===== src/rtl/fft_pkg.sv =====
// fft_pkg: types and helpers shared by the SDF FFT stage controllers.
//   sdf_state_t : controller state encoding
//   clog2()     : ceiling log2, usable in constant expressions
package fft_pkg;

    typedef enum logic [1:0] {
        S_IDLE  = 2'd0,
        S_FILL  = 2'd1,
        S_RUN   = 2'd2,
        S_FLUSH = 2'd3
    } sdf_state_t;

    function automatic int clog2(input int value);
        int r;
        int v;
        r = 0;
        v = value - 1;
        while (v > 0) begin
            r++;
            v = v >> 1;
        end
        return r;
    endfunction

endpackage


===== src/rtl/sdf_stage_ctrl.sv =====
// sdf_stage_ctrl: sequencer for one radix-2 single-delay-feedback FFT stage.
// Tracks the sample index k of the frame and produces the registered
// butterfly select, twiddle enable/address and output framing for the
// datapath, which has a one-cycle input register (outputs describe the
// sample accepted on the previous edge).
//
// Ports:
//   clk        in   clock, rising edge
//   clr        in   asynchronous active-high reset
//   in_valid   in   input sample present
//   in_sync    in   sample is frame index 0 (qualified by in_valid)
//   bf_sel     out  0 = pass sample into delay line, 1 = butterfly
//   tw_en      out  apply twiddle to delay-line output
//   tw_addr    out  twiddle ROM address
//   out_valid  out  stage output sample valid
//   out_sync   out  first output sample of a frame
//   busy       out  controller not idle
//   err        out  sticky protocol error
//
// Build option: SDF_CTRL_ERR_EN -- when defined, protocol violations set the
// sticky err flag and return the controller to idle. When undefined, err is
// 0, gaps in in_valid stall the frame and stray syncs/valids are ignored.
//
// state   | meaning
// S_IDLE  | waiting for in_valid & in_sync (frame index 0)
// S_FILL  | first DELAY samples of a frame entering an empty delay line
// S_RUN   | remaining samples; a sync right after sample N-1 starts the next frame
// S_FLUSH | input done, last DELAY results draining from the delay line
module sdf_stage_ctrl
    import fft_pkg::*;
#(
    parameter int N_POINTS = 16,
    parameter int STAGE    = 0
) (
    input  logic                         clk,
    input  logic                         clr,
    input  logic                         in_valid,
    input  logic                         in_sync,
    output logic                         bf_sel,
    output logic                         tw_en,
    output logic [clog2(N_POINTS)-1:0]   tw_addr,
    output logic                         out_valid,
    output logic                         out_sync,
    output logic                         busy,
    output logic                         err
);

    localparam int LOG2N  = clog2(N_POINTS);
    localparam int DELAY  = N_POINTS >> (STAGE + 1);
    localparam int KW     = LOG2N + 1;
    localparam int BF_BIT = LOG2N - 1 - STAGE;

    localparam logic [KW-1:0] K_ONE       = KW'(1);
    localparam logic [KW-1:0] K_DELAY     = KW'(DELAY);
    localparam logic [KW-1:0] K_FILL_END  = KW'(DELAY - 1);
    localparam logic [KW-1:0] K_RUN_END   = KW'(N_POINTS - 1);
    localparam logic [KW-1:0] K_FLUSH_0   = KW'(N_POINTS);
    localparam logic [KW-1:0] K_FLUSH_END = KW'(N_POINTS + DELAY - 1);
    localparam logic [KW-1:0] K_MOD_MASK  = KW'(DELAY - 1);

    // r_k holds the index of the next sample (or flush step) to process
    sdf_state_t         r_state;
    logic [KW-1:0]      r_k;
    logic               r_bf_sel;
    logic               r_tw_en;
    logic [LOG2N-1:0]   r_tw_addr;
    logic               r_out_valid;
    logic               r_out_sync;
    logic               r_busy;

    sdf_state_t         w_state_nxt;
    logic [KW-1:0]      w_k_nxt;
    logic               w_sof;
    logic               w_step;
    logic [KW-1:0]      w_step_k;
    logic               w_step_flush;
    logic               w_step_tail;
    logic               w_stall;
    logic               w_err;
    logic [KW-1:0]      w_k_mod;
    logic               w_bf_sel_nxt;
    logic               w_tw_en_nxt;
    logic [LOG2N-1:0]   w_tw_addr_nxt;
    logic               w_out_valid_nxt;
    logic               w_out_sync_nxt;
    logic               w_busy_nxt;

    assign w_sof = in_valid & in_sync;

    always_ff @(posedge clk or posedge clr) begin
        if (clr) begin
            r_state     <= S_IDLE;
            r_k         <= '0;
            r_bf_sel    <= 1'b0;
            r_tw_en     <= 1'b0;
            r_tw_addr   <= '0;
            r_out_valid <= 1'b0;
            r_out_sync  <= 1'b0;
            r_busy      <= 1'b0;
        end else begin
            r_state     <= w_state_nxt;
            r_k         <= w_k_nxt;
            r_bf_sel    <= w_bf_sel_nxt;
            r_tw_en     <= w_tw_en_nxt;
            r_tw_addr   <= w_tw_addr_nxt;
            r_out_valid <= w_out_valid_nxt;
            r_out_sync  <= w_out_sync_nxt;
            r_busy      <= w_busy_nxt;
        end
    end

    // A "step" is one sample index being processed this cycle; w_step_tail
    // marks the fill phase of a back-to-back frame, where the delay line
    // still holds the previous frame's last DELAY results.
    always_comb begin
        w_state_nxt  = r_state;
        w_k_nxt      = r_k;
        w_step       = 1'b0;
        w_step_k     = r_k;
        w_step_flush = 1'b0;
        w_step_tail  = 1'b0;
        w_stall      = 1'b0;
        w_err        = 1'b0;
        case (r_state)
            S_IDLE: begin
                if (w_sof) begin
                    w_step      = 1'b1;
                    w_step_k    = '0;
                    w_k_nxt     = K_ONE;
                    w_state_nxt = (DELAY == 1) ? S_RUN : S_FILL;
                end
            end
            S_FILL, S_RUN: begin
                if (!in_valid) begin
                    w_stall = 1'b1;
                end else begin
                    w_step      = 1'b1;
                    w_k_nxt     = r_k + K_ONE;
                    w_step_tail = (r_state == S_RUN) && (r_k < K_DELAY);
                    if (r_state == S_FILL && r_k == K_FILL_END)
                        w_state_nxt = S_RUN;
                    if (r_state == S_RUN && r_k == K_RUN_END)
                        w_state_nxt = S_FLUSH;
                end
`ifdef SDF_CTRL_ERR_EN
                // r_k is never 0 here, so any sync is a mid-frame sync
                if (!in_valid || in_sync)
                    w_err = 1'b1;
`endif
            end
            S_FLUSH: begin
                if (r_k == K_FLUSH_0 && w_sof) begin
                    w_step      = 1'b1;
                    w_step_k    = '0;
                    w_step_tail = 1'b1;
                    w_k_nxt     = K_ONE;
                    w_state_nxt = S_RUN;
                end else begin
                    w_step       = 1'b1;
                    w_step_flush = 1'b1;
                    w_k_nxt      = r_k + K_ONE;
                    if (r_k == K_FLUSH_END)
                        w_state_nxt = S_IDLE;
`ifdef SDF_CTRL_ERR_EN
                    if (in_valid && r_k != K_FLUSH_0)
                        w_err = 1'b1;
`endif
                end
            end
            default: w_state_nxt = S_IDLE;
        endcase
        if (w_err) begin
            w_state_nxt = S_IDLE;
            w_step      = 1'b0;
            w_stall     = 1'b0;
        end
    end

    always_comb begin
        w_k_mod         = w_step_k & K_MOD_MASK;
        w_bf_sel_nxt    = 1'b0;
        w_tw_en_nxt     = 1'b0;
        w_tw_addr_nxt   = '0;
        w_out_valid_nxt = 1'b0;
        w_out_sync_nxt  = 1'b0;
        w_busy_nxt      = (w_state_nxt != S_IDLE);
        if (w_step) begin
            w_bf_sel_nxt    = w_step_k[BF_BIT] & ~w_step_flush;
            w_tw_en_nxt     = ~w_bf_sel_nxt & ((w_step_k >= K_DELAY) | w_step_tail);
            w_tw_addr_nxt   = w_tw_en_nxt ? LOG2N'(w_k_mod << STAGE) : '0;
            w_out_valid_nxt = (w_step_k >= K_DELAY) | w_step_tail;
            w_out_sync_nxt  = (w_step_k == K_DELAY);
        end else if (w_stall) begin
            // a gap in the input freezes the datapath controls
            w_bf_sel_nxt  = r_bf_sel;
            w_tw_en_nxt   = r_tw_en;
            w_tw_addr_nxt = r_tw_addr;
        end
    end

`ifdef SDF_CTRL_ERR_EN
    logic r_err;
    always_ff @(posedge clk or posedge clr) begin
        if (clr)
            r_err <= 1'b0;
        else if (w_err)
            r_err <= 1'b1;
    end
    assign err = r_err;
`else
    assign err = 1'b0;
`endif

    assign bf_sel    = r_bf_sel;
    assign tw_en     = r_tw_en;
    assign tw_addr   = r_tw_addr;
    assign out_valid = r_out_valid;
    assign out_sync  = r_out_sync;
    assign busy      = r_busy;

endmodule


===== config.mk =====
export PLATFORM = sky130hd
export DESIGN_NAME = sdf_stage_ctrl
export DESIGN_NICKNAME = d
export VERILOG_FILES = /design/src/rtl/fft_pkg.sv /design/src/rtl/sdf_stage_ctrl.sv
export SDC_FILE = /design/constraint.sdc
export NUM_CORES = 1
export LEC_CHECK = 0
export ABC_AREA = 1
export BUFFER_PORTS_ARGS = -buffer_cell sky130_fd_sc_hd__clkbuf_2
export CORE_ASPECT_RATIO = 2
export CORE_MARGIN = 2
export CORE_UTILIZATION = 30
export DETAILED_ROUTE_END_ITERATION = 10
export PLACE_DENSITY = 0.46
export SLEW_MARGIN = 40
export SYNTH_ARGS = -nofsm -noshare
export SYNTH_HDL_FRONTEND = slang
export SYNTH_SLANG_ARGS = --single-unit

===== constraint.sdc =====
create_clock -name clk -period 1.67 [get_ports clk]
set_input_delay 0.334 -clock clk [delete_from_list [all_inputs] [get_ports clk]]
set_output_delay 0.334 -clock clk [all_outputs]
set_load 0.1 [all_outputs]

==> results.md <==
* Outcome: complete, no violations
* Share of layout cells above drive strength 1 at 32.0%
* GRT busiest layer: met2
* WP buf/inv at 2
* Final nets at 159
* First-pass GRT wire length at 4380 um
* Initial Utilization at 31.6%
* Vias in the first global route at 997
* Clk_skew at 2.24 ps
* Die W at 45.0 um
* Routability cong. at 0.947
* Power Density at 1460 nW/um^2
* H-tree levels at 1
* Cell row count at 29
* Total CTS buffers at 3
* HP Class: in2async
* Critical path data required time at 1860 ps
* Max-cap viol count at 0
* Initial antenna violation count at 0
* Critical path's top delay family: simple AND/OR/NAND/NOR gates
* Clk root buf: clkbuf_8
* Ys Warns at 0
* Worst Setup End Kind: register
* Post-DP Area at 1130 um^2
* Final global-route overflow total at 0
* Total setup buffers inserted after CTS at 0
* CP Cell Sequence: inv_2, ha_2, nand2_1, inv_1, nand4_1, nand2_2, nand2_4, a21oi_4, nand2_1, nand2_1
* Number of I/O port buffers at 11
* Fill cells at 354
* Drt first pass iters at 4
* Final Max Slew Viols at 0
* Final Util at 37.7%
* TNS Setup at 0 ps
* Slowest stage cell, crit path: dfrtp_1
* Max Clock Freq at 0.645 GHz
* Clock slew at reported path FFs at 60 ps
* Lkg Pwr at 0.641 nW
* Routed WL per cell at 14.8 um
* Pin count of the biggest net entering global routing at 16
* CTS tree: yes
* Kind of critical path: reg2reg
* Met2 Use GR at 28.6%
* Sequential area share after synthesis at 37.2%
* Layout area overhead at 19.2%
* Crit Path Max Fanout at 3
* RSZ-0062 raised after global routing: yes
* DR iter-0 viols at 20
* Num ports at 14
* Endpoints failing hold at 0
* Sink Count at 15
* Most frequent CP cell: nand2_1
* Gate Count Post-Synth at 128
* Die ar. at 3870 um^2
* Vias at 900
* Synth unique cells at 27
* Final critical-path share of the clock period at 92.8%
* Worst setup SP type: register
* Syn_area_per_cell at 7.89 um^2
* Hold Slack at 122 ps
* Antenna-violating nets left at 0
* DPL Wire Length at 2120 um
* # setup viols final at 0
* GRT Resource Usage Total at 15.8%
* Vias per Instance at 5.06
* Clock Path Buffers at 2
* Slowest stage delay, CP at 390 ps
* DRC Markers at 0
* ANT cells at 0
* Die Height at 86.0 um
* Critical path origin: r_state[0]
* R2r setup slk at 120 ps
* Met3 track demand over resource at 2.11%
* Worst-margin pin slew at 604 ps
* Total core area at 3190 um^2
* M1 GR Usage at 14.6%
* Final Non-Filler Cells at 178
* FF-to-FF Start: r_state[0]
* Design area at 1200 um^2
* Routed WL at 2630 um
* Fin crit period at 1550 ps
* Number of synthesized register bits at 15
* Peak VDD IR at 0.549 mV
* WP data arrival at 1740 ps
* Rel. slew slack at 59.7%
* Clock insertion delay at the later pin of the skew report at 250 ps
* Dpl cells at 174
* Synthesized area at 1010 um^2
==> routing by layer <==
layer | wire, um | vias to the layer above | share of wire [%]
li1 | - | 452 | -
met1 | 929 | 421 | 35
met5 | 0 | - | 0
met2 | 1540 | 18 | 58
met3 | 51 | 9 | 1.9
met4 | 112 | 0 | 4.3
==> Yosys cell counts, drive strengths merged <==
cell type | n | share of area, %
a21oi | 3 | 2.6
a22oi | 1 | 0.74
a31oi | 1 | 0.62
a41oi | 1 | 0.87
buf | 3 | 2.2
conb | 1 | 0.37
dfrtp | 15 | 37
ha | 7 | 8.7
inv | 20 | 7.4
nand2 | 40 | 18
nand3 | 14 | 7.4
nand3b | 1 | 1.1
nand4 | 5 | 3.1
nor2 | 7 | 4.3
nor3 | 1 | 0.50
o211ai | 1 | 0.74
o21ai | 3 | 1.5
o22ai | 3 | 1.9
xor2 | 1 | 0.87
==> per-stage QoR <==
stage | worst slack (ps) | power [mW]
floorplan | 146 | 1.17
global route | -33.2 | 1.89
CTS | 19.8 | 1.73
detailed placement | 53.4 | 1.42
global placement | 41.4 | 1.41
finish | 119 | 1.75
==> area by class of cell <==
cell class,instances,area (um^2),area share [%]
multi-input cells,91,569,47.3
well taps,31,38.8,3.22
inverters,20,75.1,6.24
flip-flops and latches,15,375,31.2
repair buffers,17,100,8.32
clock buffers,4,45.0,3.74
==> report_power, final <==
group	total (mW)	switching, mW	internal, mW
sequential	0.504	0.0756	0.428
clock	0.303	0.134	0.169
combinational	0.946	0.647	0.299
==> path summary, 6_finish.rpt <==
kind                         endpoint  cells past startpoint
max in group asynchronous  r_state[1]                      2
max                             tw_en                     10
min                            r_k[3]                      2
min in group clk           tw_addr[0]                      2
max reg2reg                     tw_en                     10
min reg2reg                tw_addr[0]                      2
==> cells by family (layout without fill, tap and decap cells) <==
logic type / count (synthesis) / in the layout / synth area share [%]
other: 1 / 2 / 0.371
XOR/XNOR: 1 / 1 / 0.868
buffers and inverters: 23 / 41 / 9.67
adder cells (fa/ha/maj): 7 / 7 / 8.67
AND/OR/NAND/NOR: 68 / 68 / 34.3
flip-flops: 15 / 15 / 37.2
AO/OA/AOI/OAI: 13 / 13 / 8.92
==> cell usage in the layout, fill, tap and decap left out, types with 2 or more instances in the layout <==
master / count
nand2_4: 3
ha_1: 4
o22ai_1: 3
nand3_1: 13
dfrtp_1: 15
nand4_1: 5
nor2_1: 4
clkbuf_8: 3
a21oi_1: 2
clkbuf_2: 11
conb_1: 2
nand2_2: 9
o21ai_0: 2
inv_1: 15
nor2_4: 2
nand2_1: 28
inv_2: 5
ha_2: 3
buf_4: 6
==> sequential cells by signal, summed over array words and instances, names as in the netlist <==
signal	cells
busy	1
r_state	2
tw_en	1
bf_sel	1
out_valid	1
out_sync	1
tw_addr	3
r_k	5
==> what timing repair did <==
| item | CTS | global route |
|---|---|---|
| hold endpoints to repair | 0 | 0 |
| endpoints found under the setup margin | 0 | 9 |
| hold buffers | 0 | 0 |
| gates resized for setup | 0 | 11 |
(Power assumes the default switching activity.)
